`src/rtl/imem_responder.sv`:
```
// Fetch-side memory responder: one outstanding 64-bit aligned read per request, multi-cycle handshake.
// Optional build macro IMEM_RESPONDER_RAND_DELAY_EN adds 0..3 LFSR-driven extra wait cycles per request.
module imem_responder #(
  parameter int unsigned LATENCY = 2,
  parameter logic [63:0] BASE    = 64'h0000_0000_8000_0000,
  parameter logic [63:0] SIZE    = 64'h0000_0000_0800_0000
) (
  input  logic        clock,
  input  logic        reset,
  // valid/ready on both channels: a transfer happens on a rising edge where valid && ready;
  // the sender holds valid and payload stable while valid && !ready.
  input  logic        req_valid,
  output logic        req_ready,
  input  logic [63:0] req_addr,
  output logic        resp_valid,
  input  logic        resp_ready,
  output logic [63:0] resp_data,
  output logic        resp_err,
  // Physical memory read port; pmem_ren marks the single read made for a request.
  output logic        pmem_ren,
  output logic [63:0] pmem_raddr,
  input  logic [63:0] pmem_rdata,
  output logic [1:0]  state_dbg
);

  typedef enum logic [1:0] {
    S_IDLE = 2'd0,
    S_WAIT = 2'd1,
    S_FILL = 2'd2,
    S_RESP = 2'd3
  } state_e;

  state_e      state_q, state_d;
  logic [63:0] addr_q, addr_d;
  logic        in_range_q, in_range_d;
  logic [4:0]  cnt_q, cnt_d;
  logic [63:0] resp_data_q, resp_data_d;
  logic        resp_err_q, resp_err_d;

  logic [63:0] aligned_addr;
  logic        req_in_range;
  logic [4:0]  load_cnt;

  assign aligned_addr = req_addr & ~64'h7;
  // Subtraction form stays correct even if BASE+SIZE wraps past 2^64.
  assign req_in_range = (aligned_addr >= BASE) && ((aligned_addr - BASE) < SIZE);

`ifdef IMEM_RESPONDER_RAND_DELAY_EN
  logic [15:0] lfsr_q;
  logic        lfsr_fb;

  assign lfsr_fb  = lfsr_q[15] ^ lfsr_q[13] ^ lfsr_q[12] ^ lfsr_q[10];
  assign load_cnt = 5'(LATENCY) + {3'b000, lfsr_q[1:0]};

  always_ff @(posedge clock or negedge reset) begin
    if (!reset) lfsr_q <= 16'hACE1;
    else        lfsr_q <= {lfsr_q[14:0], lfsr_fb};
  end
`else
  assign load_cnt = 5'(LATENCY);
`endif

  always_ff @(posedge clock or negedge reset) begin
    if (!reset) begin
      state_q     <= S_IDLE;
      addr_q      <= '0;
      in_range_q  <= 1'b0;
      cnt_q       <= '0;
      resp_data_q <= '0;
      resp_err_q  <= 1'b0;
    end else begin
      state_q     <= state_d;
      addr_q      <= addr_d;
      in_range_q  <= in_range_d;
      cnt_q       <= cnt_d;
      resp_data_q <= resp_data_d;
      resp_err_q  <= resp_err_d;
    end
  end

  always_comb begin
    state_d     = state_q;
    addr_d      = addr_q;
    in_range_d  = in_range_q;
    cnt_d       = cnt_q;
    resp_data_d = resp_data_q;
    resp_err_d  = resp_err_q;
    case (state_q)
      S_IDLE: begin
        if (req_valid) begin
          addr_d     = aligned_addr;
          in_range_d = req_in_range;
          cnt_d      = load_cnt;
          state_d    = (load_cnt != 5'd0) ? S_WAIT : S_FILL;
        end
      end
      S_WAIT: begin
        cnt_d = cnt_q - 5'd1;
        if (cnt_q <= 5'd1) state_d = S_FILL;
      end
      S_FILL: begin
        resp_data_d = in_range_q ? pmem_rdata : 64'h0;
        resp_err_d  = !in_range_q;
        state_d     = S_RESP;
      end
      S_RESP: begin
        if (resp_ready) state_d = S_IDLE;
      end
      default: state_d = S_IDLE;
    endcase
  end

  assign req_ready  = (state_q == S_IDLE);
  assign resp_valid = (state_q == S_RESP);
  assign resp_data  = resp_data_q;
  assign resp_err   = resp_err_q;
  assign pmem_ren   = (state_q == S_FILL) && in_range_q;
  assign pmem_raddr = addr_q;
  assign state_dbg  = state_q;

endmodule

```
`config.mk`:
```
export PLATFORM = sky130hd
export DESIGN_NAME = imem_responder
export DESIGN_NICKNAME = d
export VERILOG_FILES = /design/src/rtl/imem_responder.sv
export SDC_FILE = /design/constraint.sdc
export NUM_CORES = 1
export LEC_CHECK = 0
export ABC_CLOCK_PERIOD_IN_PS = 3300
export BUFFER_PORTS_ARGS = -buffer_cell sky130_fd_sc_hd__buf_4
export CAP_MARGIN = 20
export CORE_MARGIN = 4
export CORE_UTILIZATION = 50
export DETAILED_ROUTE_END_ITERATION = 6
export PLACE_DENSITY = 0.81
export SLEW_MARGIN = 10
export SYNTH_ARGS = -nofsm -noshare
export SYNTH_HDL_FRONTEND = slang
export SYNTH_SLANG_ARGS = --single-unit
```
`constraint.sdc`:
```
create_clock -name clock -period 3.3 [get_ports clock]
set_input_delay 0.165 -clock clock [delete_from_list [all_inputs] [get_ports clock]]
set_output_delay 0.165 -clock clock [all_outputs]
set_load 0.03 [all_outputs]
```
==> impl_metrics.ini, run 1 <==
[synthesis]
synth_top_cell_area_share_pct = 55.3
ys_seq_area_share_pct = 55.3
synth_cell_type_count = 56
ys.flop_type = dfrtp_1
syn_area_per_cell_um2 = 10.6
ys_ff_latch = 134
synth_area_leader_cell = dfrtp_1
async_reset_ff_share_pct = 100
syn_inst = 572
synth_area_mm2 = 0.00607
yosys_warnings = 0
synth_edf_count = 0
synthTopCellsByArea = dfrtp_1 (55%), mux2_2 (11%), o21ai_0 (6.5%)

[timing]
skew_ps = 11.2
fin_setup_tns_ps = 0
slew_headroom_pct = 43.4
rsz0062_at_grt = false
drv_slew = 0
worstMarginPinSlew_ps = 849
timing.final.crit_share_pct = 71.5
setup_viol = 0
fin_crit_ps = 2360
fmax_mhz = 424
finalHoldViolCount = 0

[worst_hold_path]
hold_path_end = resp_data[41]
hold_depth = 3
hold_class = primary input to flop
min-delay-start = pmem_rdata[41]

[floorplan]
die_h_um = 118
start_util_pct = 52.0
die_area_mm2 = 0.0140
die_w_um = 118
io_pins = 266
fp-row-count = 39
core_area_mm2 = 0.0117

[clock_tree]
clk_latency_ps = 420
cts_buffers = 17
clk_pin_slew_ps = 50
cts_resized = 0
cts_buffer_depth = 2
root_buffer = clkbuf_16
post_cts_buffers = 0
clock-sinks = 134
h-tree-depth = 4
cts_tree = built

[routing]
drtAntennaViolNets = 0
first_iter_violations = 519
avgRoutedWirePerCell_um = 19.8
drt-pass1-iter-count = 5
vias_per_cell = 5.64
wl_um = 20800
drc = 0
num_vias = 5929

[power]
p_leak_nw = 4.36
p_per_area_mw_per_mm2 = 742
ir_worst_vdd_uv = 719

[placed_design]
dp_hpwl_um = 12400
io_buffers = 259
place_congestion = 0.841
place_area_mm2 = 0.00809

[worst_setup_path]
timing.rr.end = in_range_q
path_buf_inv = 2
arrival_ps = 2670
required_ps = 3610
r2r-start = state_dbg[0]
start_kind = primary input
rrSetupSlack_ps = 970
slowest_stage = dlygate4sd3_1
path_cells = dlygate4sd3_1 > buf_4 > nor4_2 > nand4_4 > a2111oi_2 > o22ai_1 > or4_4 > o31ai_2
crit_family = simple AND/OR/NAND/NOR gates
r2r_cells = 8
max_stage_delay_ps = 540
worstSetupEndpointType = flop
critPathMaxFanout = 10
crit_type = primary input to flop

[global_route]
grt_start_max_net_pins = 117
grt_use_total_pct = 29.3
grt_overflow_total = 0
grt_pass1_wl_um = 32500
first_global_vias = 6125
antenna_found_initial = 1

[status]
status = completed

[layout]
finalInstanceArea_mm2 = 0.00941
final_cell_mix = buf_4 (262), dfrtp_1 (133), o21ai_0 (79)
layout-drive-gt1-share_pct = 40.6
area_delta_synth_final_pct = 55.0
layout_commonest_cell = buf_4
nNetsFinal = 1037

[flow_run]
cap_violations = 0
-- metrics by stage --
| stage | util [%] | worst slack [ps] | hold slack [ps] | power [mW] | instances |
|---|---|---|---|---|---|
| finish | 80.7 | 942 | 13.1 | 6.98 | 1052 |
| global route | 80.6 | 824 | 10.3 | 7.30 | 1051 |
| CTS | 80.4 | 951 | 0.239 | 6.96 | 1049 |
| detailed placement | 69.3 | 1040 | 376 | 5.13 | 946 |
| global placement | 69.3 | 1060 | 372 | 5.03 | 946 |
| floorplan | - | 784 | -131 | 4.04 | 574 |
-- final cells by class --
class                           count  area, µm²
Sequential cell                   134       3350
Timing Repair Buffer              339       2760
Antenna cell                        2       5.00
Clock inverter                      4       47.5
Tap cell                          143        179
Clock buffer                       24        492
Multi-Input combinational cell    330       2290
Inverter                           76        285
Fill cell                         641       2250
-- synth_stat cells (all sizes together) (2+ instances only) --
library cell,n
dfrtp,134
o21ai,79
inv,76
mux2,57
nand3,57
nand2,24
clkbuf,21
nor2,15
buf,13
nor4,9
nand4,8
ha,7
or3,7
nor3,5
o31ai,5
or4,5
a21oi,4
a31oi,4
nand2b,3
nor3b,3
o22ai,3
o31a,3
o41ai,3
a2111oi,2
and2,2
mux2i,2
nand3b,2
nand4b,2
nor2b,2
o32a,2
or2,2
or4b,2
xnor2,2
-- registers in the layout (all words and copies together), names as in the netlist --
name	flops
resp_data	64
pmem_raddr	61
in_range_q	1
resp_err	1
cnt_q	5
state_dbg	2
-- tightest hold or removal path, delay by kind of cell --
family / cells / cell delay [ps]
AOI/OAI and AO/OA: 1 / 80
and+or+nand+nor: 1 / 60
buffers and inverters: 1 / 80
-- worst max path at each step --
stage / slack, ps / from / end / depth (start not counted)
finish: 940 / req_addr[45] / in_range_q / 8
global route: 820 / state_dbg[1] / cnt_q[1] / 7
CTS: 950 / req_addr[45] / in_range_q / 8
detailed placement: 1040 / req_addr[31] / in_range_q / 7
global placement: 1060 / req_addr[31] / in_range_q / 7
floorplan: 780 / state_dbg[0] / pmem_raddr[54] / 7
-- cell families (layout without fill, tap and decap cells) --
logic type	count (synthesis)	count (layout)	share of synthesized area (%)
and+or+nand+nor	148	148	13.9
DFF	134	134	55.3
AOI/OAI and AO/OA	111	111	10.7
buffers and inverters	110	443	7.40
muxes	59	59	10.9
adders and majority gates	7	7	1.44
xor gates and xnor gates	2	2	0.289
other	1	5	0.0618
-- repair_timing --
item                       in CTS  in global routing
setup endpoints to repair       0                  0
hold endpoints to repair      189                  0
hold buffers                   75                  0
-- layer usage --
| layer | routed length [µm] | global-route usage [%] |
|---|---|---|
| met1 | 7530 | 32.2 |
| met2 | 10500 | 50.9 |
| met3 | 1900 | 10.3 |
| met4 | 887 | 13.1 |
| met5 | 0 | 0 |
-- power breakdown --
group          leakage (nW)  switching [mW]  internal, mW
registers              1.73           0.273          2.07
clock network         0.264           0.654          1.10
logic                  2.37            1.71          1.17
total                  4.36            2.64          4.34
No activity file was read; power rests on OpenSTA's default activity.
==> run 2: changes to the inputs <==
--- a/config.mk
+++ b/config.mk
@@ -5,13 +5,14 @@
 export SDC_FILE = /design/constraint.sdc
 export NUM_CORES = 1
 export LEC_CHECK = 0
-export ABC_CLOCK_PERIOD_IN_PS = 3300
+export ABC_AREA = 1
+export ABC_CLOCK_PERIOD_IN_PS = 2300
 export BUFFER_PORTS_ARGS = -buffer_cell sky130_fd_sc_hd__buf_4
 export CAP_MARGIN = 20
 export CORE_MARGIN = 4
-export CORE_UTILIZATION = 50
+export CORE_UTILIZATION = 48
 export DETAILED_ROUTE_END_ITERATION = 6
-export PLACE_DENSITY = 0.81
+export PLACE_DENSITY = 0.78
 export SLEW_MARGIN = 10
 export SYNTH_ARGS = -nofsm -noshare
 export SYNTH_HDL_FRONTEND = slang
==> constraint.sdc (replaced) <==
create_clock -name clock -period 2.3 [get_ports clock]
set_input_delay 0.115 -clock clock [delete_from_list [all_inputs] [get_ports clock]]
set_output_delay 0.115 -clock clock [all_outputs]
set_load 0.03 [all_outputs]
==> run 2 against run 1 <==
Net effect: total power increased by 37%; combinational power increased by 32%; first-iteration DRC count increased by 3.5%; sequential power increased by 39%; die area increased by 3.3%; non-clock buffer count increased by 33; sequential cell count unchanged; worst setup slack got worse by 610 ps; routed wire length increased by 6.6%; hold slack improved by 14 ps; clock skew increased by 2.6 ps.
==> impl_metrics.ini, run 2 <==
[power]
power_frac_comb_pct = 40.0
p_switching_mw = 3.80
sw_frac_of_total_pct = 39.7
ir_worst_vdd_uv = 821
p_leak_nw = 5.09
p_int_mw = 5.75
p_per_area_mw_per_mm2 = 977
clock_power_share_pct = 26.0
p_seq_share_pct = 34.0

[global_route]
grt_pass1_wl_um = 34500
grt_start_max_net_pins = 63
first_global_vias = 6458
antenna_found_initial = 0
grt_overflow_total = 0
grt_use_total_pct = 30.7

[clock_tree]
post_cts_buffers = 0
clk_latency_ps = 420
cts_buffer_depth = 2
clock-sinks = 134
cts_buffers = 17
cts_resized = 0
cts_tree = built
root_buffer = clkbuf_16
h-tree-depth = 4
clk_pin_slew_ps = 60

[timing]
fin_crit_ps = 1960
setup_viol = 0
slew_headroom_pct = 63.9
rsz0062_at_grt = false
fmax_mhz = 509
timing.final.crit_share_pct = 85.4
fin_setup_tns_ps = 0
finalHoldViolCount = 0
worstMarginPinSlew_ps = 536
skew_ps = 13.8
hold-worst-slack_ps = 27.1
drv_slew = 0

[synthesis]
synth_top_cell_area_share_pct = 55.6
ys_ff_latch = 134
synth.most_common_cell = nand2_1
synth_edf_count = 0
async_reset_ff_share_pct = 100
yosys_warnings = 0
ys.flop_type = dfrtp_1
synth_commonest_cells = nand2_1 (214), dfrtp_1 (134), nor2_1 (77)
synth_cell_type_count = 28
ys_seq_area_share_pct = 55.6
syn_area_per_cell_um2 = 8.81
syn_inst = 685
synth_area_mm2 = 0.00603
synthTopCellsByArea = dfrtp_1 (56%), nand2_1 (13%), a22o_1 (9.3%)
synth_area_leader_cell = dfrtp_1

[floorplan]
fp-row-count = 40
die_h_um = 120
start_util_pct = 49.6
io_pins = 266
die_area_mm2 = 0.0144
core_area_mm2 = 0.0122
die_w_um = 120

[layout]
nNetsFinal = 1188
final_cell_mix = buf_4 (263), nand2_1 (213), dfrtp_1 (134)
antenna_cells = 0
area_delta_synth_final_pct = 62.0
area.sequential_mm2 = 0.00335
largest_register_ffs = 64
n_fill_cell = 766
layout-drive-gt1-share_pct = 29.8
layout_commonest_cell = buf_4
multi_input_area_mm2 = 0.00238

[routing]
drt-pass1-iter-count = 6
drtAntennaViolNets = 0
num_vias = 6412
wl_um = 22200
avgRoutedWirePerCell_um = 18.0
drc = 0
vias_per_cell = 5.21
first_iter_violations = 537

[worst_setup_path]
crit_family = buffers and inverters
crit_type = flop to output port
critPathMaxFanout = 20
path_cells = inv_1 > ha_1 > nand2_1 > inv_2 > buf_4
max_stage_delay_ps = 410
rrSetupSlack_ps = 390
r2r_cells = 9
arrival_ps = 1850
start_kind = flop
slowest_stage = dfrtp_1
worstSetupEndpointType = output port
r2r-start = state_dbg[1]
timing.rr.end = cnt_q[4]
path_buf_inv = 3
required_ps = 2180

[status]
status = completed

[flow_run]
cap_violations = 0

[worst_hold_path]
hold_class = primary input to flop
hold_depth = 3
hold_path_end = pmem_raddr[49]
min-delay-start = req_addr[49]

[placed_design]
place_congestion = 0.938
dp_hpwl_um = 13400
io_buffers = 259
[run 2: cell count changes after synthesis, moves of 4 or more]
cell     delta
nor2_1     +63
nand2_2     +5
nor2_4      +5
mux2_2     -57
a22o_1     +64
inv_1      -28
or3_1       -7
o31ai_1     -4
nand2_1   +191
nor4_1      -5
o21ai_0    -33
nand3_1    -36
nor2_2      +6
[run 2: worst register-to-register path: stages, from the launching register on]
cell     delay (ps)
dfrtp_1         410
inv_1           110
ha_1            260
inv_1            80
o21ai_0         440
nand2_1         140
inv_1           100
nand3_1          90
o22ai_1         120
a21oi_1          50
[run 2: power by group through the flow]
stage	sequential, mW	clock [mW]	combinational (mW)
2_1_floorplan	4.28	0	1.10
3_3_place_gp	3.25	0	3.59
3_5_place_dp	3.25	0	3.64
4_1_cts	3.23	2.48	3.79
5_1_grt	3.33	2.62	4.09
6_report	3.25	2.48	3.82
[run 2: area by class of cell]
cell class	count	share of cell area, %
clock buffer	25	4.97
clock inverter	7	0.486
inverter	50	1.92
multi-input combinational	474	24.4
sequential	134	34.3
tap	168	2.15
timing repair buffer	372	31.8
[run 2: worst max path at each step]
stage            endpoint         start  depth (start not counted)
2_1_floorplan  in_range_q  state_dbg[0]                         12
3_3_place_gp     cnt_q[4]  state_dbg[1]                          9
3_5_place_dp     cnt_q[4]  state_dbg[1]                          9
4_1_cts          pmem_ren  state_dbg[0]                          5
5_1_grt          cnt_q[4]  state_dbg[1]                          9
6_report         pmem_ren  state_dbg[0]                          5
[run 2: what timing repair did]
action                                  4_1_cts  5_1_grt
hold buffers                                104        0
endpoints found under the setup margin        0        0
endpoints found under the hold margin       155        0
[run 2: cell families (layout without fill, tap and decap cells)]
family          after synthesis  count (layout)  share of synthesized area (%)
simple gates                341             341                           23.2
fa+ha+maj                     7               7                           1.45
xor+xnor                      3               3                          0.435
other cells                   1               3                         0.0621
compound gates              120             120                           14.1
buf+inv                      79             454                           5.12
flops                       134             134                           55.6
[run 2: per-layer routing]
layer	share of wire, %	vias up	routed length [µm]	track usage, %
met4	4.3	0	957	13.0
li1	-	2971	-	-
met3	9.6	70	2130	9.47
met1	37	3019	8160	35.8
met2	49	352	10900	52.5
met5	0	-	0	0
[run 2: per-stage QoR]
| stage | utilization [%] | setup slack, ps | cell area [µm²] | power, mW | cells |
|---|---|---|---|---|---|
| floorplan | - | 251 | 6040 | 5.38 | 687 |
| global placement | 67.4 | 456 | 8200 | 6.84 | 1094 |
| detailed placement | 67.4 | 420 | 8200 | 6.88 | 1094 |
| CTS | 80.4 | 343 | 9770 | 9.50 | 1230 |
| global route | 80.4 | 149 | 9770 | 10.0 | 1230 |
| finish | 80.4 | 336 | 9770 | 9.55 | 1230 |
